**config.mk**
```make
export PLATFORM = sky130hd
export DESIGN_NAME = id_stage
export DESIGN_NICKNAME = d
export VERILOG_FILES = /design/src/rtl/id_stage.sv
export SDC_FILE = /design/constraint.sdc
export NUM_CORES = 1
export LEC_CHECK = 0
export BUFFER_PORTS_ARGS = -buffer_cell sky130_fd_sc_hd__buf_2
export CORE_MARGIN = 2
export CORE_UTILIZATION = 35
export DETAILED_ROUTE_END_ITERATION = 16
export GPL_ROUTABILITY_DRIVEN = 0
export PLACE_DENSITY = 0.7
export SKIP_LAST_GASP = 1
export SYNTH_ARGS = -nofsm -noshare
export SYNTH_HDL_FRONTEND = slang
export SYNTH_SLANG_ARGS = --single-unit
```
**constraint.sdc**
```tcl
create_clock -name clk -period 1.6 [get_ports clk]
set_input_delay 0.16 -clock clk [delete_from_list [all_inputs] [get_ports clk]]
set_output_delay 0.16 -clock clk [all_outputs]
set_load 0.01 [all_outputs]
```
**src/rtl/id_stage.sv**
```systemverilog
`default_nettype none
// ============================================================================
//  Module   : id_stage
//  Purpose  : RV32I decode stage with ID/EX pipeline register.
//             Produces a one-hot ALU control word and both ALU operands.
//  Revision : 1.0 - initial release
// ============================================================================
module id_stage (
   input  logic        clk,
   input  logic        rst,
   input  logic        i_Valid_1,
   output logic        o_Ready_1,
   input  logic [31:0] i_PC_32,
   input  logic [31:0] i_Inst_32,
   output logic [4:0]  o_Rs1Addr_5,
   output logic [4:0]  o_Rs2Addr_5,
   input  logic [31:0] i_Rs1Data_32,
   input  logic [31:0] i_Rs2Data_32,
   input  logic        i_Flush_1,
   output logic        o_Valid_1,
   input  logic        i_Ready_1,
   output logic [31:0] o_PC_32,
   output logic [31:0] o_Inst_32,
   output logic [11:0] o_ALUControl_12,
   output logic [31:0] o_ALUOperand1_32,
   output logic [31:0] o_ALUOperand2_32,
   output logic [31:0] o_StoreData_32,
   output logic [4:0]  o_RdAddr_5,
   output logic        o_RegWrite_1,
   output logic        o_MemRead_1,
   output logic        o_MemWrite_1,
   output logic        o_Branch_1,
   output logic        o_Jump_1,
   output logic        o_IllegalInst_1
);

   localparam logic [6:0] c_opc_op     = 7'h33;
   localparam logic [6:0] c_opc_op_imm = 7'h13;
   localparam logic [6:0] c_opc_load   = 7'h03;
   localparam logic [6:0] c_opc_store  = 7'h23;
   localparam logic [6:0] c_opc_lui    = 7'h37;
   localparam logic [6:0] c_opc_auipc  = 7'h17;
   localparam logic [6:0] c_opc_jal    = 7'h6F;
   localparam logic [6:0] c_opc_jalr   = 7'h67;
   localparam logic [6:0] c_opc_branch = 7'h63;
   localparam logic [6:0] c_opc_misc   = 7'h0F;
   localparam logic [6:0] c_opc_system = 7'h73;

   localparam logic [11:0] c_alu_add  = 12'h800;
   localparam logic [11:0] c_alu_pc4  = 12'h400;
   localparam logic [11:0] c_alu_sub  = 12'h200;
   localparam logic [11:0] c_alu_slt  = 12'h100;
   localparam logic [11:0] c_alu_sltu = 12'h080;
   localparam logic [11:0] c_alu_and  = 12'h040;
   localparam logic [11:0] c_alu_or   = 12'h020;
   localparam logic [11:0] c_alu_xor  = 12'h010;
   localparam logic [11:0] c_alu_sll  = 12'h008;
   localparam logic [11:0] c_alu_srl  = 12'h004;
   localparam logic [11:0] c_alu_sra  = 12'h002;
   localparam logic [11:0] c_alu_lui  = 12'h001;

   typedef struct packed {
      logic [31:0] pc;
      logic [31:0] inst;
      logic [11:0] ctrl;
      logic [31:0] op1;
      logic [31:0] op2;
      logic [31:0] store;
      logic [4:0]  rd;
      logic        reg_write;
      logic        mem_read;
      logic        mem_write;
      logic        branch;
      logic        jump;
      logic        illegal;
   } idex_t;

   // alt selects SUB over ADD and SRA over SRL
   function automatic logic [11:0] alu_sel(input logic [2:0] f3, input logic alt);
      logic [11:0] sel;
      case (f3)
         3'b000:  sel = alt ? c_alu_sub : c_alu_add;
         3'b001:  sel = c_alu_sll;
         3'b010:  sel = c_alu_slt;
         3'b011:  sel = c_alu_sltu;
         3'b100:  sel = c_alu_xor;
         3'b101:  sel = alt ? c_alu_sra : c_alu_srl;
         3'b110:  sel = c_alu_or;
         default: sel = c_alu_and;
      endcase
      return sel;
   endfunction

   logic [6:0]  opcode;
   logic [2:0]  funct3;
   logic [6:0]  funct7;
   logic [4:0]  rd;
   logic [31:0] imm_i;
   logic [31:0] imm_s;
   logic [31:0] imm_b;
   logic [31:0] imm_u;
   logic [31:0] imm_j;
   logic [31:0] shamt;

   assign opcode = i_Inst_32[6:0];
   assign rd     = i_Inst_32[11:7];
   assign funct3 = i_Inst_32[14:12];
   assign funct7 = i_Inst_32[31:25];

   assign imm_i = {{20{i_Inst_32[31]}}, i_Inst_32[31:20]};
   assign imm_s = {{20{i_Inst_32[31]}}, i_Inst_32[31:25], i_Inst_32[11:7]};
   assign imm_b = {{19{i_Inst_32[31]}}, i_Inst_32[31], i_Inst_32[7],
                   i_Inst_32[30:25], i_Inst_32[11:8], 1'b0};
   assign imm_u = {i_Inst_32[31:12], 12'b0};
   assign imm_j = {{11{i_Inst_32[31]}}, i_Inst_32[31], i_Inst_32[19:12],
                   i_Inst_32[20], i_Inst_32[30:21], 1'b0};
   assign shamt = {27'b0, i_Inst_32[24:20]};

   assign o_Rs1Addr_5 = i_Inst_32[19:15];
   assign o_Rs2Addr_5 = i_Inst_32[24:20];

   idex_t dec;

   always_comb begin
      dec           = '0;
      dec.pc        = i_PC_32;
      dec.inst      = i_Inst_32;
      dec.store     = i_Rs2Data_32;
      dec.rd        = rd;
      case (opcode)
         c_opc_op: begin
            dec.op1       = i_Rs1Data_32;
            dec.op2       = i_Rs2Data_32;
            dec.reg_write = 1'b1;
            if (funct7 == 7'h00) begin
               dec.ctrl = alu_sel(funct3, 1'b0);
            end else if (funct7 == 7'h20 && (funct3 == 3'b000 || funct3 == 3'b101)) begin
               dec.ctrl = alu_sel(funct3, 1'b1);
            end else begin
               dec.op1       = '0;
               dec.op2       = '0;
               dec.reg_write = 1'b0;
               dec.illegal   = 1'b1;
            end
         end
         c_opc_op_imm: begin
            dec.op1       = i_Rs1Data_32;
            dec.reg_write = 1'b1;
            dec.ctrl      = alu_sel(funct3, (funct3 == 3'b101) & funct7[5]);
            dec.op2       = (funct3 == 3'b001 || funct3 == 3'b101) ? shamt : imm_i;
         end
         c_opc_load: begin
            dec.ctrl      = c_alu_add;
            dec.op1       = i_Rs1Data_32;
            dec.op2       = imm_i;
            dec.mem_read  = 1'b1;
            dec.reg_write = 1'b1;
         end
         c_opc_store: begin
            dec.ctrl      = c_alu_add;
            dec.op1       = i_Rs1Data_32;
            dec.op2       = imm_s;
            dec.mem_write = 1'b1;
         end
         c_opc_lui: begin
            dec.ctrl      = c_alu_lui;
            dec.op2       = imm_u;
            dec.reg_write = 1'b1;
         end
         c_opc_auipc: begin
            dec.ctrl      = c_alu_add;
            dec.op1       = i_PC_32;
            dec.op2       = imm_u;
            dec.reg_write = 1'b1;
         end
         // Adder forms the jump target; the PC4 path supplies the link value
         c_opc_jal: begin
            dec.ctrl      = c_alu_pc4;
            dec.op1       = i_PC_32;
            dec.op2       = imm_j;
            dec.jump      = 1'b1;
            dec.reg_write = 1'b1;
         end
         c_opc_jalr: begin
            dec.ctrl      = c_alu_pc4;
            dec.op1       = i_Rs1Data_32;
            dec.op2       = imm_i;
            dec.jump      = 1'b1;
            dec.reg_write = 1'b1;
         end
         c_opc_branch: begin
            dec.op1    = i_PC_32;
            dec.op2    = imm_b;
            dec.branch = 1'b1;
         end
         c_opc_misc, c_opc_system: begin
         end
         default: begin
            dec.illegal = 1'b1;
         end
      endcase
      if (rd == 5'd0) begin
         dec.reg_write = 1'b0;
      end
   end

   logic  valid_q;
   logic  valid_d;
   idex_t payload_q;
   idex_t payload_d;
   logic  accept;

   assign o_Ready_1 = ~valid_q | i_Ready_1;
   assign accept    = i_Valid_1 & o_Ready_1 & ~i_Flush_1;

   always_comb begin
      valid_d   = valid_q;
      payload_d = payload_q;
      if (i_Flush_1) begin
         valid_d = 1'b0;
      end else if (accept) begin
         valid_d   = 1'b1;
         payload_d = dec;
      end else if (valid_q & i_Ready_1) begin
         valid_d = 1'b0;
      end
   end

   always_ff @(posedge clk) begin
      if (rst) begin
         valid_q   <= 1'b0;
         payload_q <= '0;
      end else begin
         valid_q   <= valid_d;
         payload_q <= payload_d;
      end
   end

   assign o_Valid_1        = valid_q;
   assign o_PC_32          = payload_q.pc;
   assign o_Inst_32        = payload_q.inst;
   assign o_ALUControl_12  = payload_q.ctrl;
   assign o_ALUOperand1_32 = payload_q.op1;
   assign o_ALUOperand2_32 = payload_q.op2;
   assign o_StoreData_32   = payload_q.store;
   assign o_RdAddr_5       = payload_q.rd;
   assign o_RegWrite_1     = payload_q.reg_write;
   assign o_MemRead_1      = payload_q.mem_read;
   assign o_MemWrite_1     = payload_q.mem_write;
   assign o_Branch_1       = payload_q.branch;
   assign o_Jump_1         = payload_q.jump;
   assign o_IllegalInst_1  = payload_q.illegal;

endmodule
`default_nettype wire

```
# Yosys cells after proc, flatten, opt, wreduce, memory -nomap -nowiden

Index checks and enable logic that the tools add are counted.
Widths: inputs -> output; s select.

Reduce and logical (&&, ||, !) cells: 17
Bitwise logic cells: 7
Mux-type cells: 26
Equality and inequality tests: 18

Operators by type and width:

| operator           | number |
|---|---|
| $pmux 32 s7        | 1 |
| $pmux 12 s7        | 2 |
| $mux 64            | 2 |
| $pmux 32 s3        | 1 |
| $pmux 10 s7        | 1 |
| $pmux 12 s5        | 1 |
| $mux 32            | 1 |
| $eq 7x6->1 const B | 4 |
| $eq 7x7->1 const B | 4 |
| $mux 12            | 2 |
| $eq 7x5->1 const B | 2 |
| $mux 1             | 11 |
| $mux 10            | 1 |
| $reduce_or 10->1   | 1 |
| $eq 3x3->1 const B | 3 |
| $reduce_or 2->1    | 4 |
| $eq 7x2->1 const B | 1 |
| $eq 7x4->1 const B | 1 |
| $logic_not 7->1    | 1 |
| $eq 3x2->1 const B | 2 |
| $reduce_or 3->1    | 2 |
| $reduce_or 6->1    | 1 |
| $logic_not 5->1    | 1 |
| $and 1x1->1        | 4 |
| 11 further kinds   | 14 |

Register bits after elaboration: 184
Bits of input ports: 133
Output and inout port bits: 195
Word-level logic and storage cells: 82

# Depth between registers and ports, before layout

Word-level depth: 7
Gate-level depth with buffers: 7
Mapped depth without buffers: 6

# Worst setup path after synthesis

OpenSTA, ideal clock, no wires.

Kind: flip-flop to flip-flop
Start: reg valid_q, in the netlist o_Valid_1
End: reg payload_q (netlist bit o_ALUOperand2_32[24])
Path slack: -49 ps
Data arrival time: 1558 ps
Required time: 1509 ps
Stages on the path, launching flop included: 8
Setup time: 91 ps
Cell sequence: dfxtp_1 -> nor2b_1 -> inv_1 -> nand2b_1 -> buf_2 -> clkbuf_1 -> a21oi_1 -> a311oi_1

Word-level cells in the longest chain between the ends: 5

RTL lines:

| element                    | RTL line | source |
|---|---|---|
| from (decl)                | 207      | `logic valid_q;` |
| from (signal assigned)     | 234      | `valid_q <= valid_d;` |
| $not 1->1                  | 213      | `assign o_Ready_1 = ~valid_q \| i_Ready_1;` |
| $or 1x1->1                 | 213      |  |
| net o_Ready_1              | 12       | `output logic o_Ready_1,` |
| $and 1x1->1 (2 in a row)   | 214      | `assign accept = i_Valid_1 & o_Ready_1 & ~i_Flush_1;` |
| $reduce_and 2->1 (no line) | --       |  |
| to (signal assigned)       | 235      | `payload_q <= payload_d;` |
| to (decl)                  | 209      | `idex_t payload_q;` |

The timed path passes the listed nets, and every way through them passes these cells.
A chain may end at the register's enable or synchronous reset.

# Worst setup path after layout

Start: reg valid_q, in the netlist o_Valid_1
End: reg payload_q (netlist bit o_StoreData_32[24])

Word-level cells in the longest chain between the ends: 5

RTL lines:

| element                    | RTL line |
|---|---|
| $not 1->1                  | 213 |
| $or 1x1->1                 | 213 |
| $and 1x1->1 (2 in a row)   | 214 |
| $reduce_and 2->1 (no line) | -- |

No other way between the ends.

==> results.toml <==
[clocking]
clock_latency_ps = 430
root_buffer = "clkbuf_16"
cts_buffers = 17
clkTransAtPathRegs_ps = 70
cts.sinks = 179
ctsLongestPathBuffers = 2
cts_tree = "yes"
htree_levels = 4

[layout]
multiInputGateArea_um2 = 3500
n_antenna_cell = 0
register_area_um2 = 3580
finalNetCount = 1490
fin_cells = 1645
syn_to_final_growth_pct = 55.6
fill_cells = 1880
drive_gt1_share_pct = 36.9

[logic_synthesis]
synth-compound-area-share_pct = 23.9
syn_area_per_cell_um2 = 8.08
ys_ff_latch = 179
netlist_area_um2 = 7400
synthMuxAreaShare_pct = 0
yosysMostFrequentCell = "nand2_1"
synth_area_leaders = "dfxtp_1 48%, nand2_1 15%, a21oi_1 8.1%"
yosysTopAreaCell = "dfxtp_1"
synth_xor_area_share_pct = 0.237
synth_cells = 916
ys_seq_area_share_pct = 48.4
synth_ff_type = "dfxtp_1"
netlist.area_leader.share_pct = 48.4
async_flop_share_pct = 0
synth_top_family_by_area = "compound AO/OA/AOI/OAI gates"
synth_commonest_cells = "294 x nand2_1, 179 x dfxtp_1, 119 x a21oi_1, 48 x a22oi_1, 43 x clkbuf_1"
synth_edf_count = 0
synth_adder_area_share_pct = 0
ys_types = 55
yosysWarnings = 0
synthSimpleGateAreaFrac_pct = 20.9
synth_nets = 1049

[route]
vias_per_cell = 5.14
wl_mm = 28.9
wl_per_cell_um = 17.6
vias = 8456
drt-initial-drc-count = 391
ant_nets = 0
firstDrtPassIters = 5
drc = 0

[run_status]
violations = "negative setup slack"
status = "complete, but fails checks"

[critical_path]
r2r-start = "o_Valid_1"
crit_type = "register to register"
worstPathRequired_ps = 1970
crit_path_end_kind = "register"
crit_buf_inv = 4
cp-startpoint = "o_Valid_1"
r2r_end = "o_StoreData_32[24]"
cp_slowest_cell = "dfxtp_2"
worstRegToRegCells = 8
crit_family = "buffers and inverters"
crit_end = "o_StoreData_32[24]"
path_common_cell = "clkbuf_16"
cp_data_arrival_time_ps = 1980
r2r_slack_ps = -10
crit_path_max_incr_delay_ps = 320
start_kind = "register"
cp_max_fo = 6
cp_cell_sequence = "nor2b_4 -> buf_6 -> clkinvlp_4 -> nand2b_4 -> clkbuf_16 -> clkbuf_16 -> nand2_2 -> a21oi_2"
cp.depth = 8

[floorplan]
die_x_um = 149
core_region_area_um2 = 20900
num_rows = 53
ios = 328
dieHeight_um = 149
die_area_um2 = 22300
start_util_pct = 35.4

[pwr]
p_leak_nw = 5.10
ir_worst_vdd_v = 0.000709
power_density_nw_per_um2 = 896

[global_route]
antenna_found_initial = 0
grtUsageTotal_pct = 24.8
grt-ovfl-total = 0
grt_pass1_wl_mm = 43.3
grt_pass1_vias = 8081
grt_max_degree = 62

[placed_design]
pre_cts_slack_ps = -400
hpwl_mm = 20.5
dp.cells = 1526
io_buffer_count = 327

[hold_path]
hold_class = "input port to register"

[timing]
finalSetupViolations = 4
fmax_mhz = 621
relSlewSlack_pct = 50.5
worstMarginPinSlew_ps = 743
period_needed_ps = 1610
fin_crit_sh_pct = 101
whs_ps = 12.7
rsz0062_at_grt = "true"
hold_viol_final = 0
slew_violations = 0
fin_skew_ps = 8.92
setup_ws_ps = -10.2

[flow_run]
max_cap_viol_count = 0
[layout by cell type (no fill, tap or decap), types with 7 or more instances in the layout]
cell           instances
a21oi_1              112
a21oi_2                7
a221oi_1               9
a22oi_1               48
a311oi_1              11
a32oi_1                9
and2_1                 7
buf_12                15
buf_2                326
buf_4                 84
clkbuf_16             20
dfxtp_1              178
dlygate4sd3_1         77
nand2_1              286
nand3_1                9
nor2_1                13
o21ai_0               40
o21ai_1                9
[state kept, by name, summed over array words and instances, names as in the netlist, 12 cells and up]
| signal | flops |
|---|---|
| o_StoreData_32 | 32 |
| o_PC_32 | 32 |
| o_ALUControl_12 | 12 |
| o_Inst_32 | 32 |
| o_ALUOperand2_32 | 32 |
| o_ALUOperand1_32 | 32 |
[stage by stage]
stage          TNS [ps]  area [um2]  total power [W]  util (%)
4_1_cts               0       11200           0.0103      53.7
6_report          -25.7       11500           0.0103      55.1
3_5_place_dp     -17670        9840          0.00594      47.1
5_1_grt           -2690       11500           0.0107      55.1
2_1_floorplan     -5.16        7410          0.00528         -
3_3_place_gp     -14990        9840          0.00593      47.1
[final cells by class]
type / instances / area share [%]
clock buffers: 17 / 3.70
repair buffers: 510 / 30.1
well taps: 275 / 2.99
clock inverters: 15 / 1.48
flip-flops and latches: 179 / 31.1
multi-input cells: 645 / 30.4
inverters: 4 / 0.163
[power by group]
group | total [W] | internal, W | switching, W
logic | 0.00145 | 0.000669 | 0.000777
clock network | 0.00424 | 0.00223 | 0.00201
registers | 0.00463 | 0.00457 | 0.0000619
[per-layer routing]
metal | GRT usage, % | up-vias | part of all wire [%]
met2 | 42.1 | 369 | 48
met5 | 0 | - | 0
met1 | 30.1 | 3964 | 41
met3 | 6.57 | 63 | 7.6
met4 | 9.05 | 0 | 2.9
li1 | - | 4060 | -
[cell families (layout without fill, tap and decap cells)]
logic type	count (synthesis)	count (layout)
compound gates	281	281
flops	179	179
simple gates	361	362
buf+inv	93	546
xor+xnor	2	2
[worst min-delay path by stage]
stage                     slack, ps  depth (start not counted)             endpoint              from
after floorplan                 280                          1            o_Valid_1         i_Valid_1
after global placement          400                          2            o_Valid_1         i_Valid_1
after detailed placement        410                          2  o_ALUOperand2_32[8]   i_Rs2Data_32[8]
after CTS                         1                          3   o_StoreData_32[17]  i_Rs2Data_32[17]
after global routing             10                          3  o_ALUOperand1_32[0]   i_Rs1Data_32[0]
final                            10                          3   o_StoreData_32[17]  i_Rs2Data_32[17]
[tightest hold or removal path: cells and delay by family]
kind | cells | cell delay [ps]
buf+inv | 1 | 110
compound gates | 1 | 60
simple gates | 1 | 70
[timing repair]
action / 4_1_cts / 5_1_grt
endpoints found under the hold margin: 88 / 0
gates resized for setup: 5 / 36
pin swaps: 0 / 39
cloned: 0 / 5
setup buffers: 0 / 5
setup endpoints to repair: 81 / 63
hold buffers: 77 / 0
(Power assumes the default switching activity.)
